File: config.mk
export PLATFORM = sky130hd
export DESIGN_NAME = muldiv_stall_ctrl
export DESIGN_NICKNAME = d
export VERILOG_FILES = /design/src/rtl/muldiv_stall_ctrl.sv
export SDC_FILE = /design/constraint.sdc
export NUM_CORES = 1
export LEC_CHECK = 0
export CAP_MARGIN = 20
export CORE_AREA = 3 3 40 42
export CTS_BUF_LIST = sky130_fd_sc_hd__clkbuf_2
export DETAILED_ROUTE_END_ITERATION = 8
export DIE_AREA = 0 0 43 45
export DONT_BUFFER_PORTS = 1
export GPL_TIMING_DRIVEN = 0
export PLACE_DENSITY_LB_ADDON = 0.25
export SYNTH_ARGS = -nofsm -noshare
export SYNTH_HDL_FRONTEND = slang
export SYNTH_SLANG_ARGS = --single-unit
File: constraint.sdc
create_clock -name clk_i -period 1.48 [get_ports clk_i]
set_input_delay 0.074 -clock clk_i [delete_from_list [all_inputs] [get_ports clk_i]]
set_output_delay 0.074 -clock clk_i [all_outputs]
set_load 0.05 [all_outputs]
File: src/rtl/muldiv_stall_ctrl.sv
// rtl/muldiv_stall_ctrl.sv - mul/div sequencer: start pulse, latency count, pipeline stall, one-shot result valid
// Optional macro MULDIV_EARLY_OUT_EN: early_done_i in BUSY completes the operation ahead of the counter.
module muldiv_stall_ctrl #(
    parameter int MUL_CYCLES = 3,
    parameter int DIV_CYCLES = 32,
    parameter int CNT_W      = 6
) (
    input  logic             clk_i,
    input  logic             rst_i,
    input  logic             start_i,
    input  logic             is_div_i,
    input  logic             flush_i,
    input  logic             stall_ext_i,
    input  logic             early_done_i,
    output logic             dp_start_o,
    output logic             dp_kill_o,
    output logic             stall_o,
    output logic             busy_o,
    output logic             result_valid_o,
    output logic [CNT_W-1:0] cnt_o
);

    typedef enum logic [1:0] {
        S_IDLE,
        S_BUSY,
        S_DONE
    } state_t;

    localparam logic [CNT_W-1:0] MUL_LOAD = CNT_W'(MUL_CYCLES - 1);
    localparam logic [CNT_W-1:0] DIV_LOAD = CNT_W'(DIV_CYCLES - 1);

    state_t           state_q, state_d;
    logic [CNT_W-1:0] cnt_q, cnt_d;
    logic             finish;

`ifndef MULDIV_EARLY_OUT_EN
    logic unused_early_done;
    assign unused_early_done = early_done_i;
`endif

    always_ff @(posedge clk_i or posedge rst_i) begin
        if (rst_i) begin
            state_q <= S_IDLE;
            cnt_q   <= '0;
        end else begin
            state_q <= state_d;
            cnt_q   <= cnt_d;
        end
    end

    always_comb begin
        state_d        = state_q;
        cnt_d          = cnt_q;
        finish         = 1'b0;
        dp_start_o     = 1'b0;
        dp_kill_o      = 1'b0;
        stall_o        = 1'b0;
        busy_o         = 1'b0;
        result_valid_o = 1'b0;
        case (state_q)
            S_IDLE: begin
                // rst_i gates the accept path so outputs drop the instant reset rises
                if (start_i && !flush_i && !rst_i) begin
                    dp_start_o = 1'b1;
                    stall_o    = 1'b1;
                    cnt_d      = is_div_i ? DIV_LOAD : MUL_LOAD;
                    state_d    = S_BUSY;
                end
            end
            S_BUSY: begin
                busy_o = 1'b1;
                if (flush_i) begin
                    dp_kill_o = 1'b1;
                    cnt_d     = '0;
                    state_d   = S_IDLE;
                end else begin
                    stall_o = 1'b1;
                    finish  = (cnt_q == '0);
`ifdef MULDIV_EARLY_OUT_EN
                    if (early_done_i) begin
                        finish = 1'b1;
                    end
`endif
                    if (finish) begin
                        cnt_d   = '0;
                        state_d = S_DONE;
                    end else begin
                        cnt_d = cnt_q - CNT_W'(1);
                    end
                end
            end
            S_DONE: begin
                // start_i here belongs to the instruction already leaving Execute
                result_valid_o = 1'b1;
                if (flush_i || !stall_ext_i) begin
                    state_d = S_IDLE;
                end
            end
            default: begin
                state_d = S_IDLE;
                cnt_d   = '0;
            end
        endcase
    end

    assign cnt_o = cnt_q;

endmodule

## Word-level counts from Yosys, hierarchy flattened

Index checks and enable logic that the tools add are counted.

| word-level totals | value |
|---|---|
| flip-flop bits (word level) | 8 |
| bits in latches | 0 |
| bits in writable memories | 0 |
| memory bits (read-only) | 0 |
| memories kept | 0 |

| cells by class | value |
|---|---|
| add/subtract/negate cells | 1 |
| multipliers | 0 |
| div/mod/pow operators | 0 |
| magnitude comparators | 0 |
| eq/ne operators | 5 |
| shift-type cells | 0 |
| mux-type cells | 18 |
| bitwise operators | 1 |
| reductions and logical operators | 10 |

Operators with widths:

| cell | number |
|---|---|
| two-way mux 6 bit | 3 |
| one-hot mux 6 bit (3 select lines) | 1 |
| two-way mux 2 bit | 4 |
| two-way mux 1 bit | 7 |
| zero test 6 bit | 1 |
| one-hot mux 2 bit (3 select lines) | 1 |
| subtractor 6 x 1 -> 6 bit, second input constant | 1 |
| two-way mux 5 bit | 1 |
| != test 2 bit, second input constant | 2 |
| zero test 1 bit | 3 |
| != test 3 bit, second input constant | 1 |
| AND reduction 3 bit | 1 |
| == test 2 x 1 -> 1 bit, second input constant | 1 |
| == test 2 bit, second input constant | 1 |
| logical AND 1 bit | 2 |
| zero test 2 bit | 1 |
| one-hot mux 1 bit (2 select lines) | 1 |
| AND reduction 2 bit | 1 |
| logical OR 1 bit | 1 |
| inverter 1 bit | 1 |

## Logic depth before layout (Yosys ltp)

Gate-level depths: netlist of the first run.

| logic depth | value |
|---|---|
| word-level depth | 5 |
| mapped depth | 6 |
| mapped depth without buffers | 6 |

## Worst setup path before layout of the first run

No wires, ideal clock.

| timing | value |
|---|---|
| path type | reg2reg |
| start point | register cnt_q[0] (netlist: cnt_o[0]) |
| end point | register cnt_q[2] (netlist: cnt_o[2]) |
| data arrival time | 1.648 ns |
| data required time | 1.379 ns |
| setup slack | -0.269 ns |
| cell stages (with the launch flop) | 7 |
| buffers on the path | 0 |
| cells stage by stage | dfrtp_1 > inv_1 > ha_1 > nor2b_1 > a21oi_2 > a31oi_1 > o32ai_1 |

| between the ends | value |
|---|---|
| longest elaborated chain between the ends | 4 |
| elaborated cells on any way between the ends | 5 |
| classes of those cells | 1 x add/sub; 3 x mux; 1 x reduce/logical |

Ends and longest elaborated chain:

| item | line | text |
|---|---|---|
| start, declared | 33 | `logic [CNT_W-1:0] cnt_q, cnt_d;` |
| start signal, assigned | 47 | `cnt_q <= cnt_d;` |
| subtractor 6 x 1 -> 6 bit / zero test 6 bit (equally long branches) | 88, 78 |  |
| two-way mux 6 bit * | 84 | `if (finish) begin` |
| two-way mux 6 bit * | 72 | `if (flush_i) begin` |
| one-hot mux 6 bit (3 select lines) * | 60 | `case (state_q)` |

Mark *: on every way between the ends. The rest lies on a longest branch, timed or not.
A chain may end at the register's enable or synchronous reset.

## Worst setup path after layout of the first run

| timing | value |
|---|---|
| start point | register cnt_q[1] (netlist: cnt_o[1]) |
| end point | register cnt_q[2] (netlist: cnt_o[2]) |

Same word-level chain as after synthesis.

==> metrics, run 1 <==
final instance area roughly 700 um^2; Post-Synth Adder-Cell Area under 10%; vias in the first global route roughly 470; Die Area slightly below 2000 um^2; Pre-antenna DRT Iters 4; mux share of post-synthesis cell area 1.891%; period utilisation layout 108.7%; Post-DP Area ~570 um^2; global route overflow 0; failing checks setup timing; post-synthesis register bit count 8; required time of the critical path ~1.7 ns; Synth Area in XOR/XNOR 0%; Synth Area per Inst 9.125 um^2; Netlist cell types 28; max_cap viols 0; main combinational cell family by area after synthesis simple AND/OR/NAND/NOR gates; clock buffer depth 2; root buf cell clkbuf_2; PwrDens 1843 nW/um^2; Die Height approximately 45 um; Main synth FF type dfrtp_1; pre-CTS worst setup slack -0.2664 ns; Gate Count Post-Synth 58; share of the synthesized area in the top cell type a little under two fifths; CTS sink cnt 8; Total GRT Usage about 16%; Worst Path Arrival approximately 1.8 ns; TNS Setup -0.3928 ns; Initial Util 41.19%; floorplan row count 13; Max Slew Vio Count 0; CTS Buf Count 3; Worst Slack Setup Final -0.1290 ns; Post-Syn Area between 500 and 600 um^2; clk_lat worst skew ~0.26 ns; share of layout cells above drive strength 1 approximately half; final WL 1399 um; initial antenna violation count 0; Final setup viols 5; Post-DRT Antenna Nets 0; first-pass GRT wire length 2235 um; worst-path fanout max 5; chip width between 40 and 50 um; Final Critical Period 1.609 ns; slew margin rel. about three fifths; Startpoint Class flop; diode count 0; fmax between 0.6 and 0.7 GHz; Total Nets Final 80; Synth Area in Simple Gates 28.84%; peak supply drop between 0.9 and 1 mV; Post-synth EDFFs 0; Synth-to-Final Area Change 35.93%; Slew @ Worst Pin 0.6119 ns; sequential cell area fraction in the yosys report about 38%; TritonCTS clock tree built; DRT iter0 DRCs 19; hpwl dp ~890 um; WL/cell roughly 16 um; gpl congestion 0.7091; largest cells by area after synthesis dfrtp_1, ha_1, nor2b_1; Post-synth ARST share 100.0%; Syn Nets 67; top cell type by total area after synthesis dfrtp_1; # IOs 18; crit end category flop; Max H-tree Level 1; total power about 1.3 mW; number of vias per cell between 5 and 6; Worst Skew roughly 0.0056 ns; status finished with violations; post-synthesis compound-gate area fraction about 22%; RSZ-0062 raised after global routing yes; Ys Warns 0; Via Count 500; port bufs 0; CTS clock-pin slew for the worst setup and hold paths roughly 0.090 ns; area of the core around 1300 um^2; Residual DRC 0; final-report hold violation count 0; pin count of the biggest net entering global routing 11; Lkg Pwr between 0.2 and 0.3 nW; critical path type flop to flop; Hold Path Class primary input to flop
[layout make-up]
| cell class | count | area, um^2 |
|---|---|---|
| inverters | 5 | 22.52 |
| repair buffers | 8 | 67.56 |
| multi-input cells | 44 | 376.6 |
| well taps | 15 | 18.77 |
| plain buffers | 1 | 7.507 |
| clock buffers | 4 | 20.02 |
| fillers | 108 | 565.5 |
| flip-flops and latches | 8 | 206.4 |
[path summary, 6_finish.rpt]
| path | startpoint | endpoint | slack (ns) | cells after the start |
|---|---|---|---|---|
| max reg2reg | cnt_o[1] | cnt_o[2] | -0.13 | 6 |
| max in group asynchronous | rst_i | state_q[1] | 1.01 | 2 |
| max | cnt_o[1] | cnt_o[2] | -0.13 | 6 |
| min | is_div_i | cnt_o[0] | 0.01 | 2 |
| min in group asynchronous | rst_i | cnt_o[2] | 0.21 | 2 |
| min reg2reg | state_q[0] | cnt_o[0] | 0.61 | 2 |
[cells in the mapped netlist (2+ instances only)]
library cell	count
dfrtp_1	8
nor2_1	6
inv_1	5
nand2_1	5
nor2b_1	4
a21oi_1	3
a31oi_1	3
ha_1	2
nor3b_1	2
o22ai_1	2
[layer usage]
metal,part of all wire (%),vias up,global-route usage (%)
met4,0.64,0,7.229
li1,-,234,-
met5,0,-,0
met3,7.2,2,6.375
met1,41,239,19.70
met2,51,25,25.75
[state kept, by name, summed over array words and instances (netlist names)]
name / flops
cnt_o: 6
state_q: 2
[logic make-up (layout without fill, tap and decap cells)]
family | after synthesis | in the layout
AOI/OAI and AO/OA | 16 | 16
muxes | 1 | 1
DFF | 8 | 8
adders and majority gates | 2 | 2
buffers and inverters | 6 | 18
and+or+nand+nor | 25 | 25
[critical path: stages (launching register included)]
cell and delay (ns):
dfrtp_2 0.57, inv_2 0.07, ha_2 0.18, nor2b_4 0.14, a21oi_4 0.21, a31oi_1 0.14
o32ai_2 0.20
[where the power goes]
group	internal [mW]	switching (mW)	leakage, nW
Sequential	0.292	0.334	0.0970
Clock	0.0717	0.0892	0.0166
Combinational	0.229	0.309	0.185
[stage by stage]
stage / cells / util, % / hold slack, ns
global placement: 73 / 44.30 / -0.05800
finish: 85 / 55.99 / 0.01065
floorplan: 58 / - / -0.1105
detailed placement: 73 / 44.30 / -0.05738
CTS: 83 / 53.65 / 0.006056
global route: 85 / 55.99 / 0.01698
[cell usage in the layout, fill, tap and decap left out, types with 2 or more instances in the layout]
cell	synthesis	layout
inv_2	0	2
a21oi_1	3	3
clkbuf_2	0	4
o22ai_1	2	2
nor2_1	6	6
inv_1	5	2
dfrtp_1	8	3
a31oi_1	3	3
dlygate4sd3_1	0	3
nor2b_4	0	2
dfrtp_2	0	5
buf_4	0	6
nand2_1	5	3
[repair_timing]
action	CTS	global route
pin swaps	4	2
setup endpoints to repair	10	8
hold buffers	3	0
endpoints found under the hold margin	9	0
resized for setup	15	3
setup buffers	3	2
Note: power is estimated with default switching activity, not from simulation.
==> inputs of run 2 (changes only) <==
==> constraint.sdc (replaced) <==
create_clock -name clk_i -period 2 [get_ports clk_i]
set_input_delay 0.1 -clock clk_i [delete_from_list [all_inputs] [get_ports clk_i]]
set_output_delay 0.1 -clock clk_i [all_outputs]
set_load 0.05 [all_outputs]
==> run 2 against run 1 <==
The run now ends clean. Cell count decreased by 7.1%. Hold slack better by 0.062 ns. Final area down 16%. Critical endpoint is now dp_kill_o.
==> metrics, run 2 (synthesis results as in run 1) <==
Max Slew Vio Count 0 (unchanged); Final Critical Period 1.923 ns; share of layout cells above drive strength 1 20.31% (was 50.00%); clock power share 11.7% (was 12.1%); DRT iter0 DRCs 15 (was 19); CTS Buf Count 3 (unchanged); final instance area 605.6 um^2 (was 719.4 um^2); Placed Instances 73 (unchanged); Worst Skew 0.01053 ns (was 0.005554 ns); commonest non-fill, non-tap cells in the layout dfrtp_1, nor2_1, nor2b_1, nand2_1, inv_1 (was buf_4, nor2_1, dfrtp_2); status complete, no violations (was finished with violations); Die Area 1935 um^2 (unchanged); vias in the first global route 432 (was 472); TritonCTS clock tree built (unchanged); chip width 43 um (unchanged); area of the core 1285 um^2 (unchanged); gpl congestion 0.7397 (was 0.7091); diode count 0 (unchanged); clk_lat worst skew 0.24 ns (was 0.26 ns); internal power 0.3532 mW (was 0.5930 mW); final-report hold violation count 0 (unchanged); crit end category primary output (was flop); initial antenna violation count 0 (unchanged); Max H-tree Level 1 (unchanged); PwrDens 1372 nW/um^2 (was 1843 nW/um^2); Slew @ Worst Pin 0.9811 ns (was 0.6119 ns); Total GRT Usage 13.93% (was 16.28%); hpwl dp 907.4 um (was 893.6 um); pin count of the biggest net entering global routing 11 (unchanged); total power 0.8309 mW (was 1.326 mW); Post-DP Area 548.0 um^2 (was 569.3 um^2); Total Nets Final 75 (was 80); CP Buf/Inv Count 0 (was 1); fill count 126 (was 108); Lkg Pwr 0.2619 nW (was 0.2982 nW); delay of the slowest critical-path stage 0.58 ns (was 0.57 ns); clock buffer depth 2 (unchanged); worst-path fanout max 7 (was 5); Final Non-Filler Cells 79 (was 85); Flop pwr share 53.4% (was 47.2%); Worst Path Arrival 1.82 ns (was 1.78 ns); combinational power share 34.9% (was 40.6%); critical-path cell list and2b_1 > and2_1 (was inv_2 > ha_2 > nor2b_4 > a21oi_4 > a31oi_1 > o32ai_2); required time of the critical path 1.90 ns (was 1.65 ns); CTS clock-pin slew for the worst setup and hold paths 0.08 ns (was 0.09 ns); Top delay family on crit path simple AND/OR/NAND/NOR gates (was flip-flops); Sw Ratio 57.49% (was 55.27%); fmax just over 0.5 GHz; Die Height 45 um (unchanged); Hold Path Class primary input to flop (unchanged); Synth-to-Final Area Change 14.42% (was 35.93%); Via Count 456 (was 500); Initial Util 41.19% (unchanged); Residual DRC 0 (unchanged); Hold Slack 0.07265 ns (was 0.01065 ns); final WL 1168 um (was 1399 um); peak supply drop 0.8088 mV (was 0.9120 mV); max FFs per register 6 (unchanged); floorplan row count 13 (unchanged); Startpoint Class flop (unchanged); CP max-delay cell and2b_1 (was dfrtp_2); total setup buffers inserted after CTS 0 (was 3); first-pass GRT wire length 1938 um (was 2235 um); number of vias per cell 5.772 (was 5.882); most common cell after layout, fill and taps aside dfrtp_1; port bufs 0 (unchanged); RSZ-0062 raised after global routing no (was yes); Final setup viols 0 (was 5); max_cap viols 0 (unchanged); period utilisation layout a little over nine tenths; Post-DRT Antenna Nets 0 (unchanged); global route overflow 0 (unchanged); Pre-antenna DRT Iters 4 (unchanged); CTS sink cnt 8 (unchanged); WL/cell 14.78 um (was 16.46 um); root buf cell clkbuf_2 (unchanged); Net Switching 0.4777 mW (was 0.7328 mW); TNS Setup 0 ns (was -0.3928 ns); slew margin rel. 34.46% (was 59.21%); critical path type flop to primary output (was flop to flop); # IOs 18 (unchanged)
-- run 2: changes by cell type in the layout (fill, tap and decap cells not counted), sizes merged --
cell and delta:
clkbuf -1, buf -5
-- run 2: layout make-up --
type / instances / area, um^2 / area share (%)
Buffer: 1 / 5.005 / 0.8264
Tap cell: 15 / 18.77 / 3.099
Timing Repair Buffer: 3 / 30.03 / 4.959
Inverter: 5 / 22.52 / 3.719
Multi-Input combinational cell: 44 / 312.8 / 51.65
Sequential cell: 8 / 201.4 / 33.26
Clock buffer: 3 / 15.01 / 2.479
-- run 2: worst paths after layout --
path,from,to,slack [ns],depth (start not counted)
setup / recovery,state_q[1],dp_kill_o,0.08,2
hold / removal,is_div_i,cnt_o[0],0.07,2
setup reg to reg,state_q[1],cnt_o[5],0.14,4
hold reg to reg,state_q[1],cnt_o[4],0.67,1
max in group asynchronous,rst_i,cnt_o[0],1.47,2
min in group asynchronous,rst_i,state_q[1],0.26,2
-- run 2: power by group through the flow --
stage          Sequential, mW  Clock [mW]  Combinational [mW]
4_1_cts                 0.439       0.100               0.287
5_1_grt                 0.453       0.113               0.332
3_3_place_gp            0.442           0               0.277
6_report                0.444      0.0968               0.290
3_5_place_dp            0.443           0               0.284
2_1_floorplan           0.424           0               0.241
-- run 2: per-layer routing --
| layer | vias up | wire (um) | track usage [%] |
|---|---|---|---|
| met5 | - | 0 | 0 |
| met4 | 0 | 6 | 4.217 |
| met3 | 2 | 79 | 7.968 |
| met2 | 13 | 551 | 22.16 |
| met1 | 212 | 532 | 16.01 |
| li1 | 229 | - | - |
-- run 2: stage by stage --
step / setup slack (ns) / util (%)
2_1_floorplan: 0.2509 / -
3_3_place_gp: 0.1151 / 42.65
3_5_place_dp: 0.08728 / 42.65
4_1_cts: 0.06524 / 45.37
5_1_grt: 0.0006835 / 47.13
6_report: 0.07669 / 47.13
-- run 2: what timing repair did --
item                                   4_1_cts  5_1_grt
hold buffers                                 2        1
gates resized for setup                      0        4
setup endpoints to repair                    0        3
endpoints found under the hold margin        9        1
==> inputs of run 3 (changes only) <==
--- a/config.mk
+++ b/config.mk
@@ -6,6 +6,8 @@
 export NUM_CORES = 1
 export LEC_CHECK = 0
 export CAP_MARGIN = 20
+export CELL_PAD_IN_SITES_DETAIL_PLACEMENT = 0
+export CELL_PAD_IN_SITES_GLOBAL_PLACEMENT = 1
 export CORE_AREA = 3 3 40 42
 export CTS_BUF_LIST = sky130_fd_sc_hd__clkbuf_2
 export DETAILED_ROUTE_END_ITERATION = 8
==> run 3 against run 2 <==
Sequential share of layout area is 1.4 points higher. Largest power group unchanged. First-iteration DRC count is 47% lower. Clock power is 12% higher. Hold slack worse by 0.031 ns. Clock-buffer cell count stayed put. Cell count is 1.3% lower. Setup slack worse by 0.0034 ns. Non-clock buffer count is 1 lower. Critical endpoint unchanged.
==> metrics, run 3 (synthesis results as in run 1) <==
gpl congestion 0.7273 (was 0.7397); chip width 43 um (unchanged); Top delay family on crit path simple AND/OR/NAND/NOR gates (unchanged); Via Count 465 (was 456); number of vias per cell 5.962 (was 5.772); status complete, no violations (unchanged); Hold Slack 0.04128 ns (was 0.07265 ns); Die Area 1935 um^2 (unchanged); CTS clock-pin slew for the worst setup and hold paths 0.10 ns (was 0.08 ns); met3 Track Usage GR 3.586% (was 7.968%); DRT iter0 DRCs 8 (was 15); RSZ-0062 raised after global routing no (unchanged); pre-CTS worst setup slack 0.04477 ns (was 0.08728 ns); diode count 0 (unchanged); initial antenna violation count 0 (unchanged); total power 0.8410 mW (was 0.8309 mW); worst-path fanout max 10 (was 7); Worst Slack Setup Final 0.07334 ns (was 0.07669 ns); delay of the slowest critical-path stage 0.52 ns (was 0.58 ns); Startpoint Class flop (unchanged); Max Slew Vio Count 0 (unchanged); Pre-antenna DRT Iters 2 (was 4); vias in the first global route 436 (was 432); CP max-delay cell and2_1 (was and2b_1); crit end category primary output (unchanged); required time of the critical path 1.90 ns (about the same); Total Nets Final 74 (was 75); period utilisation layout 96.33% (was 96.17%); clk_lat worst skew 0.26 ns (was 0.24 ns); combinational power share 34.5% (was 34.9%); TNS Setup 0 ns (unchanged); Worst Path Arrival 1.83 ns (was 1.82 ns); Slew @ Worst Pin 0.9804 ns (was 0.9811 ns); first-pass GRT wire length 1973 um (was 1938 um); Residual DRC 0 (unchanged); clock buffer depth 2 (unchanged); Sw Ratio 58.33% (was 57.49%); internal power 0.3505 mW (was 0.3532 mW); Synth-to-Final Area Change 10.64% (was 14.42%); Die Height 45 um (unchanged); Final Critical Period 1.927 ns (was 1.923 ns); Final setup viols 0 (unchanged); Hold Path Class primary input to flop (unchanged); max_cap viols 0 (unchanged); CTS sink cnt 8 (unchanged); M2 GR Usage 23.35% (was 22.16%); total setup buffers inserted after CTS 0 (unchanged); # IOs 18 (unchanged); critical-path cell list buf_2 > and2b_1 > and2_1 (was and2b_1 > and2_1); hpwl dp 965.5 um (was 907.4 um); Max H-tree Level 1 (unchanged); Initial Util 41.19% (unchanged); Total GRT Usage 14.47% (was 13.93%); TritonCTS clock tree built (unchanged); Flop pwr share 52.7% (was 53.4%); met1 Track Usage GR 16.38% (was 16.01%); critical path type flop to primary output (unchanged); floorplan row count 13 (unchanged); WHS Path Cells 2 (unchanged); global route overflow 0 (unchanged); slew margin rel. 34.51% (was 34.46%); max FFs per register 6 (unchanged); R2R depth 4 (unchanged); Worst path depth 3 (was 2); Post-DRT Antenna Nets 0 (unchanged); CP Buf/Inv Count 1 (was 0); clock power share 12.8% (was 11.7%); GR peak layer met2 (unchanged); peak supply drop 0.7591 mV (was 0.8088 mV); final-report hold violation count 0 (unchanged); CTS Buf Count 3 (unchanged); Worst Skew 0.009515 ns (was 0.01053 ns); port bufs 0 (unchanged); Lkg Pwr 0.2648 nW (was 0.2619 nW); commonest non-fill, non-tap cells in the layout nor2_1, dfrtp_1, nand2_1, inv_1, nor2b_1 (was dfrtp_1, nor2_1, nor2b_1, nand2_1, inv_1); pin count of the biggest net entering global routing 11 (unchanged); WL/cell 16.47 um (was 14.78 um); PwrDens 1436 nW/um^2 (was 1372 nW/um^2); post-layout util 45.57% (was 47.13%); root buf cell clkbuf_2 (unchanged); fmax 0.5190 GHz (was 0.5199 GHz); area of the core 1285 um^2 (unchanged); final WL 1285 um (was 1168 um); share of layout cells above drive strength 1 17.46% (was 20.31%); Net Switching 0.4905 mW (was 0.4777 mW)
-- run 3: changes by cell type in the layout (fill, tap and decap cells not counted), sizes merged --
cell and change:
clkinvlp -1, dlygate4sd3 -1, inv +1
-- run 3: worst paths after layout --
check / slack (ns) / start / to
worst max-delay path: 0.07 / state_q[0] / dp_kill_o
worst min-delay path: 0.04 / is_div_i / cnt_o[0]
worst max register to register: 0.10 / cnt_o[3] / cnt_o[5]
worst min register to register: 0.65 / state_q[1] / cnt_o[4]
max in group asynchronous: 1.49 / rst_i / cnt_o[0]
min in group asynchronous: 0.23 / rst_i / cnt_o[4]
-- run 3: power groups by stage --
stage	sequential (mW)	combinational, mW	clock (mW)
CTS	0.439	0.292	0.108
finish	0.443	0.290	0.108
detailed placement	0.443	0.288	0
floorplan	0.424	0.241	0
global route	0.455	0.325	0.113
global placement	0.443	0.281	0
-- run 3: per-stage QoR --
step                      instances  instance area (um^2)
final                            78                 585.6
after global routing             78                 585.6
after CTS                        78                 583.1
after detailed placement         73                 548.0
after global placement           73                 548.0
after floorplan                  58                 529.3
-- run 3: cell type report --
class | instances | area, um^2
inverters | 5 | 18.77
plain buffers | 1 | 5.005
repair buffers | 2 | 20.02
multi-input cells | 44 | 305.3
clock buffers | 3 | 15.01
well taps | 15 | 18.77
fillers | 131 | 699.4
flip-flops and latches | 8 | 202.7
-- run 3: per-layer routing --
layer,vias to the layer above,routed length [um]
met1,221,583
met5,-,0
met3,5,71
li1,224,-
met4,0,34
met2,15,596
-- run 3: what timing repair did --
action                                 4_1_cts  5_1_grt
resized for setup                            0        2
hold buffers                                 2        0
setup endpoints to repair                    0        4
endpoints found under the hold margin        9        0
